<file path="config.mk">
export PLATFORM = sky130hd
export DESIGN_NAME = param_register_file
export DESIGN_NICKNAME = d
export VERILOG_FILES = /design/src/rtl/param_register_file_pkg.sv /design/src/rtl/param_register_file_init_sequencer.sv /design/src/rtl/param_register_file.sv
export SDC_FILE = /design/constraint.sdc
export NUM_CORES = 1
export LEC_CHECK = 0
export ABC_AREA = 1
export CAP_MARGIN = 0
export CORE_AREA = 2 2 106 149
export CTS_CLUSTER_DIAMETER = 150
export DETAILED_ROUTE_END_ITERATION = 7
export DIE_AREA = 0 0 108 151
export GPL_TIMING_DRIVEN = 0
export SYNTH_ARGS = -nofsm -noshare
export SYNTH_HDL_FRONTEND = slang
export SYNTH_SLANG_ARGS = --single-unit
</file>
<file path="constraint.sdc">
create_clock -name clock -period 2.05 [get_ports clock]
set_input_delay 0.205 -clock clock [delete_from_list [all_inputs] [get_ports clock]]
set_output_delay 0.205 -clock clock [all_outputs]
set_load 0.05 [all_outputs]
</file>
<file path="src/rtl/param_register_file_pkg.sv">
// Shared type definitions for the parametrised register file.
package internal_defines;

  typedef enum logic {
    RF_INIT,
    RF_READY
  } rf_state_t;

endpackage

</file>
<file path="src/rtl/param_register_file_init_sequencer.sv">
// Post-reset clear sweep: steps one entry per cycle, then holds in RF_READY.
module rf_init_sequencer
  import internal_defines::*;
#(
  parameter int unsigned DEPTH  = 8,
  parameter int unsigned ADDR_W = $clog2(DEPTH)
) (
  input  logic              clock,
  input  logic              reset_n,
  output logic              ready,
  output logic              clr_en,
  output logic [ADDR_W-1:0] clr_addr
);

  rf_state_t         r_state;
  logic [ADDR_W-1:0] r_cnt;

  // State and clear counter; the counter stops at DEPTH-1 instead of wrapping.
  always_ff @(posedge clock) begin
    if (!reset_n) begin
      r_state <= RF_INIT;
      r_cnt   <= '0;
    end else if (r_state == RF_INIT) begin
      if (r_cnt == ADDR_W'(DEPTH - 1)) begin
        r_state <= RF_READY;
      end else begin
        r_cnt <= r_cnt + 1'b1;
      end
    end
  end

  assign ready    = (r_state == RF_READY);
  assign clr_en   = (r_state == RF_INIT);
  assign clr_addr = r_cnt;

endmodule

</file>
<file path="src/rtl/param_register_file.sv">
// Two-read/one-write register file with clear sweep, optional bypass and
// optional hardwired-zero register 0.
module param_register_file
  import internal_defines::*;
#(
  parameter int unsigned DATA_W   = 8,
  parameter int unsigned DEPTH    = 8,
  parameter int unsigned ADDR_W   = $clog2(DEPTH),
  parameter bit          BYPASS   = 1'b1,
  parameter bit          ZERO_REG = 1'b0,
  parameter int unsigned OBS_IDX  = DEPTH - 1
) (
  input  logic              clock,
  input  logic              reset_n,
  output logic              ready,
  input  logic              wr_en,
  input  logic [ADDR_W-1:0] wr_addr,
  input  logic [DATA_W-1:0] wr_data,
  input  logic [ADDR_W-1:0] rd_addr_a,
  input  logic [ADDR_W-1:0] rd_addr_b,
  output logic [DATA_W-1:0] rd_data_a,
  output logic [DATA_W-1:0] rd_data_b,
  output logic              rd_written_a,
  output logic              rd_written_b,
  output logic [DATA_W-1:0] obs_val,
  output logic              wr_err
);

  logic [DATA_W-1:0] r_mem [DEPTH];
  logic [DEPTH-1:0]  r_written;
  logic              r_wr_err;

  logic              w_ready;
  logic              w_clr_en;
  logic [ADDR_W-1:0] w_clr_addr;
  logic              w_wr_in_range;
  logic              w_zero_wr;
  logic              w_wr_acc;
  logic              w_wr_drop;
  logic [DATA_W:0]   w_rd_a;
  logic [DATA_W:0]   w_rd_b;

  rf_init_sequencer #(
    .DEPTH  (DEPTH),
    .ADDR_W (ADDR_W)
  ) u_seq (
    .clock    (clock),
    .reset_n  (reset_n),
    .ready    (w_ready),
    .clr_en   (w_clr_en),
    .clr_addr (w_clr_addr)
  );

  // Compare with one extra bit so a power-of-two DEPTH is representable.
  assign w_wr_in_range = ({1'b0, wr_addr} < (ADDR_W + 1)'(DEPTH));
  assign w_zero_wr     = ZERO_REG && (wr_addr == '0);
  assign w_wr_acc      = wr_en && w_ready && w_wr_in_range && !w_zero_wr;
  // Discards of register 0 under ZERO_REG are silent, so they are not drops.
  assign w_wr_drop     = wr_en && !(w_ready && w_wr_in_range);

  // Storage: cleared by the sweep (no reset, so it can map to RAM), then written.
  always_ff @(posedge clock) begin
    if (w_clr_en) begin
      r_mem[w_clr_addr] <= '0;
    end else if (w_wr_acc) begin
      r_mem[wr_addr] <= wr_data;
    end
  end

  // Written-since-reset bitmap.
  always_ff @(posedge clock) begin
    if (!reset_n) begin
      r_written <= '0;
    end else if (w_wr_acc) begin
      r_written[wr_addr] <= 1'b1;
    end
  end

  // One-cycle error pulse for dropped write requests.
  always_ff @(posedge clock) begin
    if (!reset_n) begin
      r_wr_err <= 1'b0;
    end else begin
      r_wr_err <= w_wr_drop;
    end
  end

  // Returns {written, data} for one read port.
  function automatic logic [DATA_W:0] f_read(input logic [ADDR_W-1:0] addr);
    f_read = '0;
    if (w_ready && ({1'b0, addr} < (ADDR_W + 1)'(DEPTH)) &&
        !(ZERO_REG && (addr == '0))) begin
      if (BYPASS && w_wr_acc && (wr_addr == addr)) begin
        f_read = {1'b1, wr_data};
      end else begin
        f_read = {r_written[addr], r_mem[addr]};
      end
    end
  endfunction

  assign w_rd_a       = f_read(rd_addr_a);
  assign w_rd_b       = f_read(rd_addr_b);
  assign rd_data_a    = w_rd_a[DATA_W-1:0];
  assign rd_written_a = w_rd_a[DATA_W];
  assign rd_data_b    = w_rd_b[DATA_W-1:0];
  assign rd_written_b = w_rd_b[DATA_W];

  assign obs_val = w_ready ? r_mem[OBS_IDX] : '0;
  assign ready   = w_ready;
  assign wr_err  = r_wr_err;

endmodule
</file>
## Yosys cells after proc, flatten, opt, wreduce, memory -nomap -nowiden

Memory sizes are Yosys's and may differ from the RTL's.
Cells that the tools add are included.

- Equal/unequal tests: 3
- Multiplexer cells: 20
- Order comparisons: 4
- Add/sub/neg operators: 1
- Reduce and logical (&&, ||, !) cells: 8
- Bitwise logic cells: 3

Operators with widths:

| operator | count |
|---|---|
| 9-bit 2-to-1 mux | 4 |
| 8-bit 2-to-1 mux | 2 |
| 3-bit by 4-bit less-than comparator with 1-bit output, second input constant | 3 |
| 1-bit 2-to-1 mux | 10 |
| 8-bit bitwise OR | 1 |
| 8-bit OR reduction | 1 |
| 1-bit binary-select mux with 3-bit select | 2 |
| 3-bit equality test | 2 |
| 1-bit logical AND | 5 |
| 3-bit by 1-bit adder with 3-bit output, second input constant | 1 |
| 1-bit demux with 3-bit select | 1 |
| 3-bit equality test, second input constant | 1 |
| 3-bit by 1-bit >= comparator with 1-bit output, second input constant | 1 |
| 3-bit 2-to-1 mux | 1 |
| 1-bit NOT | 2 |
| 2-bit AND reduction | 1 |
| 1-bit logical NOT | 1 |

- Word-level logic and storage cells: 44
- RAM bits: 64
- Flip-flop bits (word level): 13
- Input bits: 20
- Output and inout port bits: 28
- Memories kept: 1

Memories:

| memory | words | bits a word | read ports | clocked after Yosys merged registers in | write ports | RTL line | source |
|---|---|---|---|---|---|---|---|
| r_mem | 8 | 8 | 3 | 0 | 1 | param_register_file.sv:29 | `logic [DATA_W-1:0] r_mem [DEPTH];` |

## Longest topological paths before layout

Gate-level depths: netlist (run 1).

- Depth in word-level cells: 6
- Mapped depth: 8
- Depth with buffers taken out: 8

## By module

From an unflattened synthesis (run 1), not the netlist that was laid out.

- Cells, all modules: 578
- Area total of the unflattened synthesis: 4408.0 um^2

By module, submodules not included:

| module | times used | area each (um^2) | cells an instance | seq. area each (um^2) |
|---|---|---|---|---|
| param_register_file | 1 | 4227.8 | 554 | 2102.0 |
| rf_init_sequencer | 1 | 180.2 | 24 | 80.1 |

## Worst setup path before layout (run 1)

No wires, ideal clock.

- Path kind: flip-flop to output port
- Start: register u_seq.r_state, in the netlist u_seq.ready
- End: output rd_data_b[0]
- Data arrival time: 1973 ps
- Required time: 1845 ps
- Buffers on the path: 0
- Slack: -128 ps
- Stages on the path, launching flop included: 9
- Path through: dfxtp_1 -> nand2_2 -> inv_2 -> nand2_2 -> nor2_8 -> nand2_2 -> clkinv_2 -> nor2_1 -> nor2_1

- Longest elaborated chain between the ends: 4

Ends and longest elaborated chain:

| what | RTL line | source |
|---|---|---|
| start, declared | param_register_file_init_sequencer.sv:15 | `rf_state_t r_state;` |
| start signal, assigned | param_register_file_init_sequencer.sv:21 | `r_state <= RF_INIT;` |
| start signal, assigned | param_register_file_init_sequencer.sv:25 | `r_state <= RF_READY;` |
| 1-bit logical AND | param_register_file.sv:57 | `assign w_wr_acc = wr_en && w_ready && w_wr_in_range && !w_zero_wr;` |
| 1-bit logical AND | param_register_file.sv:93 | `if (BYPASS && w_wr_acc && (wr_addr == addr)) begin` |
| 9-bit 2-to-1 mux | param_register_file.sv:93 |  |
| 9-bit 2-to-1 mux * | param_register_file.sv:91 | `if (w_ready && ({1'b0, addr} < (ADDR_W + 1)'(DEPTH)) &&` |
| end, declared | param_register_file.sv:22 | `output logic [DATA_W-1:0] rd_data_b,` |

Every way passes the cells marked *; elsewhere a longest branch is shown, timed or not.

## Worst setup path after layout (run 1)

- Start: input wr_addr[0]
- End: memory r_mem[1][5], enable pin

- Longest elaborated chain between the ends: 1

Ends and longest elaborated chain:

| what | RTL line | source |
|---|---|---|
| start, declared | param_register_file.sv:17 | `input logic [ADDR_W-1:0] wr_addr,` |
| 3-bit 2-to-1 mux (no line) | -- |  |
| end, declared | param_register_file.sv:29 |  |

No other way between the ends.

==> results of run 1 <==
[state kept, by name, indices dropped and copies added, names as in the netlist]
register        cells
wr_err              1
r_mem              64
r_written           8
u_seq.clr_addr      3
u_seq.ready         1
[worst max path at each step]
stage | from | end | depth (start not counted)
after detailed placement | rd_addr_a[1] | rd_data_a[6] | 10
after global placement | rd_addr_b[1] | rd_data_b[6] | 9
final | wr_addr[0] | r_mem[1][5] | 5
after global routing | wr_addr[0] | r_mem[1][1] | 5
after floorplan | u_seq.ready | r_mem[0][0] | 7
after CTS | wr_addr[0] | r_mem[1][1] | 5
[layout make-up]
cell class / count / area [um^2]
well taps: 192 / 240
flip-flops and latches: 77 / 2180
multi-input cells: 438 / 1990
repair buffers: 58 / 537
plain buffers: 26 / 216
clock inverters: 7 / 48.8
fillers: 1590 / 9330
clock buffers: 9 / 225
inverters: 37 / 158
[routing by layer]
metal	vias up	share of wire	wire length [um]	GRT usage
met3	44	0.067	994	0.0318
met5	-	0	0	0
li1	2030	-	-	-
met2	206	0.48	7060	0.308
met1	1988	0.40	6000	0.231
met4	0	0.052	775	0.110
[per-stage QoR]
stage / power [mW] / cell area (um^2)
after floorplan: 2.18 / 4410
after global placement: 2.39 / 5120
after detailed placement: 2.40 / 5120
after CTS: 3.87 / 5460
after global routing: 4.03 / 5590
final: 3.91 / 5590
[layout by cell type (no fill, tap or decap)]
cell type | Yosys | routed
nand2_1 | 212 | 212
nand3_1 | 121 | 121
edfxtp_1 | 64 | 64
nor2_1 | 66 | 49
buf_4 | 7 | 34
inv_1 | 25 | 25
nor2_2 | 10 | 23
buf_6 | 0 | 14
clkdlybuf4s50_1 | 0 | 14
dfxtp_1 | 13 | 12
a21oi_1 | 9 | 9
clkbuf_16 | 0 | 9
clkdlybuf4s15_2 | 0 | 8
nand2_2 | 6 | 6
inv_4 | 0 | 5
nor2_4 | 1 | 5
inv_2 | 9 | 4
buf_2 | 15 | 4
o21ai_0 | 4 | 4
dlygate4sd2_1 | 0 | 4
clkinv_1 | 1 | 3
dlymetal6s2s_1 | 0 | 3
nor2_8 | 2 | 2
clkbuf_2 | 0 | 2
clkinv_4 | 0 | 2
o21ai_1 | 2 | 2
ha_1 | 2 | 2
clkinvlp_4 | 0 | 2
inv_6 | 0 | 2
nand2_4 | 1 | 1
clkinv_2 | 2 | 1
or2_0 | 1 | 1
nor3_1 | 1 | 1
clkbuf_4 | 0 | 1
dfxtp_2 | 0 | 1
[what timing repair did]
action	in CTS	in global routing
hold endpoints to repair	0	0
resized for setup	163	29
pin swaps	3	1
cloned	0	0
setup buffers	4	7
setup endpoints to repair	90	66
[power groups by stage]
stage / clock network, mW / logic (mW) / registers [mW]
2_1_floorplan: 0 / 0.347 / 1.84
3_3_place_gp: 0 / 0.547 / 1.85
3_5_place_dp: 0 / 0.551 / 1.85
4_1_cts: 1.49 / 0.570 / 1.81
5_1_grt: 1.55 / 0.664 / 1.82
6_report: 1.49 / 0.609 / 1.81
[kinds of logic (layout without fill, tap and decap cells)]
family,Yosys count,in the layout,synth area share
adder cells (fa/ha/maj),2,2,0.00570
AO/OA/AOI/OAI,15,15,0.0171
flip-flops,77,77,0.497
buffers and inverters,63,137,0.0647
AND/OR/NAND/NOR,421,421,0.415
[worst min-delay path, stage by stage]
cell and delay [ns]:
clkdlybuf4s50_1 0.44, inv_1 0.09, nor3_1 0.05
==> flow_metrics.env, run 1 <==
export IMPL_hold_buffers=0
export IMPL_cp_buffers_inverters=2
export IMPL_worst_path_largest_cell_delay_ns=0.54
export IMPL_clockPowerShare=0.381
export IMPL_worst_setup_path_start_kind="primary input"
export IMPL_worstPathRequired_ns=2.03
export IMPL_syn_area_um2=4390
export IMPL_min_period_ns=2.05
export IMPL_synth_top_area_frac=0.438
export IMPL_p_comb_frac=0.156
export IMPL_track_usage=0.188
export IMPL_insertion_delay_ns=0.35
export IMPL_layout_cells_non_filler=844
export IMPL_cts_clk_slew_worst_paths_ns=0.06
export IMPL_cts_buffers=9
export IMPL_async_flop_share=0
export IMPL_reg2reg_depth=6
export IMPL_grt_pass1_wl_um=22300
export IMPL_status="completed"
export IMPL_p_per_area_nw_per_um2=699
export IMPL_dp_cells=817
export IMPL_seq_power_share=0.463
export IMPL_hold_end="wr_err"
export IMPL_via_per_inst=5.06
export IMPL_cts_htree_levels=3
export IMPL_hold_violations=0
export IMPL_yosysUniqueCellTypes=24
export IMPL_grt_pass1_vias=4017
export IMPL_pre_cts_slack_ns=-0.854
export IMPL_maxCapViolCount=0
export IMPL_worstSetupPathType="primary input to flop"
export IMPL_row_count=53
export IMPL_design_core_area_um2=14900
export IMPL_finalWirelength_um=14800
export IMPL_worst_pin_slew_ns=0.661
export IMPL_crit_arrival_ns=2.03
export IMPL_max_clock_freq_ghz=0.488
export IMPL_clock_root_buffer="clkbuf_16"
export IMPL_setup_slack_ns=0.00124
export IMPL_diodes=0
export IMPL_leakage_nw=2.40
export IMPL_synth_ff_latch_count=77
export IMPL_grt_max_degree=15
export IMPL_synth_edf_count=64
export IMPL_cts_tree="built"
export IMPL_cts_path_max_buffers=2
export IMPL_cp_slowest_cell="clkdlybuf4s50_1"
export IMPL_slew_limit_headroom=0.558
export IMPL_drt_iter0_drc=466
export IMPL_ir_drop_uv=499
export IMPL_clock_sinks=77
export IMPL_hold_ws_ns=0.489
export IMPL_finish_utilization=0.375
export IMPL_slew_viol_final=0
export IMPL_dieHeight_um=151
export IMPL_yosysMostFrequentCell="nand2_1"
export IMPL_dieArea_um2=16300
export IMPL_drive_gt1_frac=0.193
export IMPL_crit_path_end_kind="flop"
export IMPL_synth_seq_area_share=0.497
export IMPL_hp_start="wr_en"
export IMPL_synth_top_area_cell="edfxtp_1"
export IMPL_finalCritPeriodShare=0.999
export IMPL_skew_ns=0.00614
export IMPL_r2r_slack_ns=0.02
export IMPL_p_sw_mw=1.12
export IMPL_area_delta_synth_final_pct=27.5
export IMPL_synth_common_cells="nand2_1 (212), nand3_1 (121), nor2_1 (66)"
export IMPL_num_io_pins=48
export IMPL_die_width_um=108
export IMPL_first_pass_iters=5
export IMPL_synth_main_ff_cell="edfxtp_1"
export IMPL_antenna_left=0
export IMPL_port_buffers=47
export IMPL_route_detailed_drc=0
export IMPL_wire_per_inst_um=17.6
export IMPL_yosys_warnings=0
export IMPL_netlist_top_cells_area="edfxtp_1 (44%), nand2_1 (18%), nand3_1 (14%)"
export IMPL_grt_ovfl_total=0
export IMPL_synthCells=578
export IMPL_syn_avg_cell_area_um2=7.59
export IMPL_power_internal_mw=2.79
export IMPL_final_nets=669
export IMPL_cp_cell_sequence="clkdlybuf4s50_1, inv_1, nor2_1, o21ai_1, nor2_2"
export IMPL_post_dp_hpwl_um=10400
export IMPL_setup_violations=0
export IMPL_r2r_end="r_mem[7][1]"
export IMPL_start_util=0.294
export IMPL_netSwitchingFraction=0.285
export IMPL_hold_path_class="primary input to flop"
export IMPL_vias=4268
export IMPL_tns_ns=0
export IMPL_gp_congestion=0.888
export IMPL_whs_path_depth=3
export IMPL_cp_top_family="simple AND/OR/NAND/NOR gates"
export IMPL_syn_num_nets=600
export IMPL_antenna_found_initial=0
export IMPL_cp_max_fo=8
export IMPL_rr_startpoint="u_seq.ready"
export IMPL_rsz0062_at_grt="true"
(Power assumes the default switching activity.)
==> run 2: changes to the inputs <==
--- a/config.mk
+++ b/config.mk
@@ -12,6 +12,7 @@
 export DETAILED_ROUTE_END_ITERATION = 7
 export DIE_AREA = 0 0 108 151
 export GPL_TIMING_DRIVEN = 0
+export SKIP_LAST_GASP = 1
 export SYNTH_ARGS = -nofsm -noshare
 export SYNTH_HDL_FRONTEND = slang
 export SYNTH_SLANG_ARGS = --single-unit
==> run 2 against run 1 <==
The flow now finishes with violations (setup timing). Global-route usage hardly changed. Core utilization down 0.13 points. Design area decreased by 0.36%. Final cell count is 0.24% lower. Combinational power decreased by 1%. Via count down 0.98%. First-iteration DRC count shrank 4.5%. Critical endpoint is now r_mem[7][1]. Largest cell class unchanged. Largest power group unchanged. Highest routed layer unchanged.
==> flow_metrics.env, run 2 (synthesis results as in run 1) <==
export IMPL_status="complete, but fails checks"
export IMPL_layout_common_cells="nand2_1 (212), nand3_1 (121), edfxtp_1 (64), nor2_1 (49), buf_4 (29)"
export IMPL_die_width_um=108
export IMPL_num_io_pins=48
export IMPL_cp_max_fo=10
export IMPL_wire_per_inst_um=17.6
export IMPL_design_core_area_um2=14900
export IMPL_leakage_nw=2.39
export IMPL_cp_top_family="simple AND/OR/NAND/NOR gates"
export IMPL_grt_max_degree=15
export IMPL_area_delta_synth_final_pct=27.0
export IMPL_worst_path_largest_cell_delay_ns=0.48
export IMPL_track_usage=0.188
export IMPL_crit_arrival_ns=2.04
export IMPL_maxCapViolCount=0
export IMPL_hold_path_class="primary input to flop"
export IMPL_cp_cell_sequence="nand2_2, buf_2, nand2_1, o21ai_1, nand2_1, nor2_2"
export IMPL_cp_buffers_inverters=1
export IMPL_insertion_delay_ns=0.35
export IMPL_first_pass_iters=6
export IMPL_antenna_found_initial=0
export IMPL_worst_setup_path_start_kind="flop"
export IMPL_cp_slowest_cell="nor2_2"
export IMPL_worst_pin_slew_ns=0.665
export IMPL_drive_gt1_frac=0.191
export IMPL_cts_buffers=9
export IMPL_worstSetupPathType="flop to flop"
export IMPL_grt_ovfl_total=0
export IMPL_final_common_cell="nand2_1"
export IMPL_hold_violations=0
export IMPL_placed_cell_area_um2=5120
export IMPL_min_period_ns=2.06
export IMPL_grt_pass1_vias=4020
export IMPL_slew_limit_headroom=0.555
export IMPL_setup_violations=8
export IMPL_route_detailed_drc=0
export IMPL_rsz0062_at_grt="true"
export IMPL_drt_iter0_drc=445
export IMPL_vias=4226
export IMPL_grt_pass1_wl_um=22400
export IMPL_crit_top_cell="nand2_1"
export IMPL_regMostFlops="r_mem"
export IMPL_dieArea_um2=16300
export IMPL_final_nets=667
export IMPL_cts_path_max_buffers=2
export IMPL_clock_sinks=77
export IMPL_r2r_slack_ns=-0.01
export IMPL_gp_congestion=0.888
export IMPL_setup_slack_ns=-0.0117
export IMPL_diodes=0
export IMPL_row_count=53
export IMPL_ir_drop_uv=499
export IMPL_clock_root_buffer="clkbuf_16"
export IMPL_tns_ns=-0.0591
export IMPL_hold_buffers=0
export IMPL_p_total_mw=3.90
export IMPL_fin_area_um2=5570
export IMPL_post_dp_hpwl_um=10400
export IMPL_cts_htree_levels=3
export IMPL_crit_path_end_kind="flop"
export IMPL_violations="setup timing"
export IMPL_cts_tree="built"
export IMPL_dieHeight_um=151
export IMPL_port_buffers=47
export IMPL_finalCritPeriodShare=1.01
export IMPL_cts_clk_slew_worst_paths_ns=0.06
export IMPL_via_per_inst=5.02
export IMPL_max_clock_freq_ghz=0.485
export IMPL_slew_viol_final=0
export IMPL_worstPathRequired_ns=2.03
export IMPL_antenna_left=0
export IMPL_start_util=0.294
export IMPL_p_per_area_nw_per_um2=700
export IMPL_skew_ns=0.00632
export IMPL_finalWirelength_um=14800
export IMPL_hold_ws_ns=0.487
export IMPL_largest_register_ffs=64
## run 2: cell types whose count changed in the layout (fill, tap and decap cells not counted)
cell / delta
buf_4: -5
clkbuf_4: +3
nor2_2: +1
nor2_4: -1
## run 2: power breakdown
| group | leakage (nW) | switching, mW | internal, mW |
|---|---|---|---|
| clock | 0.128 | 0.663 | 0.821 |
| combinational | 1.51 | 0.408 | 0.195 |
| sequential | 0.752 | 0.0390 | 1.77 |
## run 2: worst reg2reg max path, cell delays in order, from the launching register on
cell and delay [ns]:
dfxtp_2 0.34, nand2_2 0.14, buf_2 0.28, nand2_1 0.10, o21ai_1 0.18, nand2_1 0.17
nor2_2 0.48
## run 2: final timing paths
check,start,to,depth (start not counted)
worst max-delay path,u_seq.ready,r_mem[7][1],6
worst min register to register,u_seq.clr_addr[0],u_seq.clr_addr[0],2
worst min-delay path,wr_en,wr_err,3
worst max register to register,u_seq.ready,r_mem[7][1],6
## run 2: area by class of cell
cell class,instances,area (um^2)
fillers,1593,9350
plain buffers,26,220
multi-input cells,438,1980
inverters,37,158
clock buffers,9,225
well taps,192,240
flip-flops and latches,77,2180
repair buffers,56,518
clock inverters,7,48.8
## run 2: routing by layer
layer	part of all wire	global-route usage	up-vias
met5	0	0	-
met4	0.051	0.110	0
met3	0.064	0.0323	42
met2	0.48	0.308	213
met1	0.41	0.231	1950
li1	-	-	2021
## run 2: what timing repair did
item	CTS	global route
resized for setup	159	32
pin swaps	3	1
buffers inserted	4	5
endpoints found under the setup margin	90	66
## run 2: per-stage QoR
stage | cells | setup WS, ns | utilization
3_5_place_dp | 817 | -0.854 | 0.343
5_1_grt | 842 | -0.175 | 0.374
4_1_cts | 837 | -0.154 | 0.365
6_report | 842 | -0.0117 | 0.374
3_3_place_gp | 817 | -0.849 | 0.343
2_1_floorplan | 578 | 0.00898 | -
==> run 3: changes to the inputs <==
--- a/config.mk
+++ b/config.mk
@@ -8,7 +8,7 @@
 export ABC_AREA = 1
 export CAP_MARGIN = 0
 export CORE_AREA = 2 2 106 149
-export CTS_CLUSTER_DIAMETER = 150
+export CTS_CLUSTER_DIAMETER = 40
 export DETAILED_ROUTE_END_ITERATION = 7
 export DIE_AREA = 0 0 108 151
 export GPL_TIMING_DRIVEN = 0
==> results of run 3 <==
The final DEF is identical to that of run 2; final timing and power are the same.
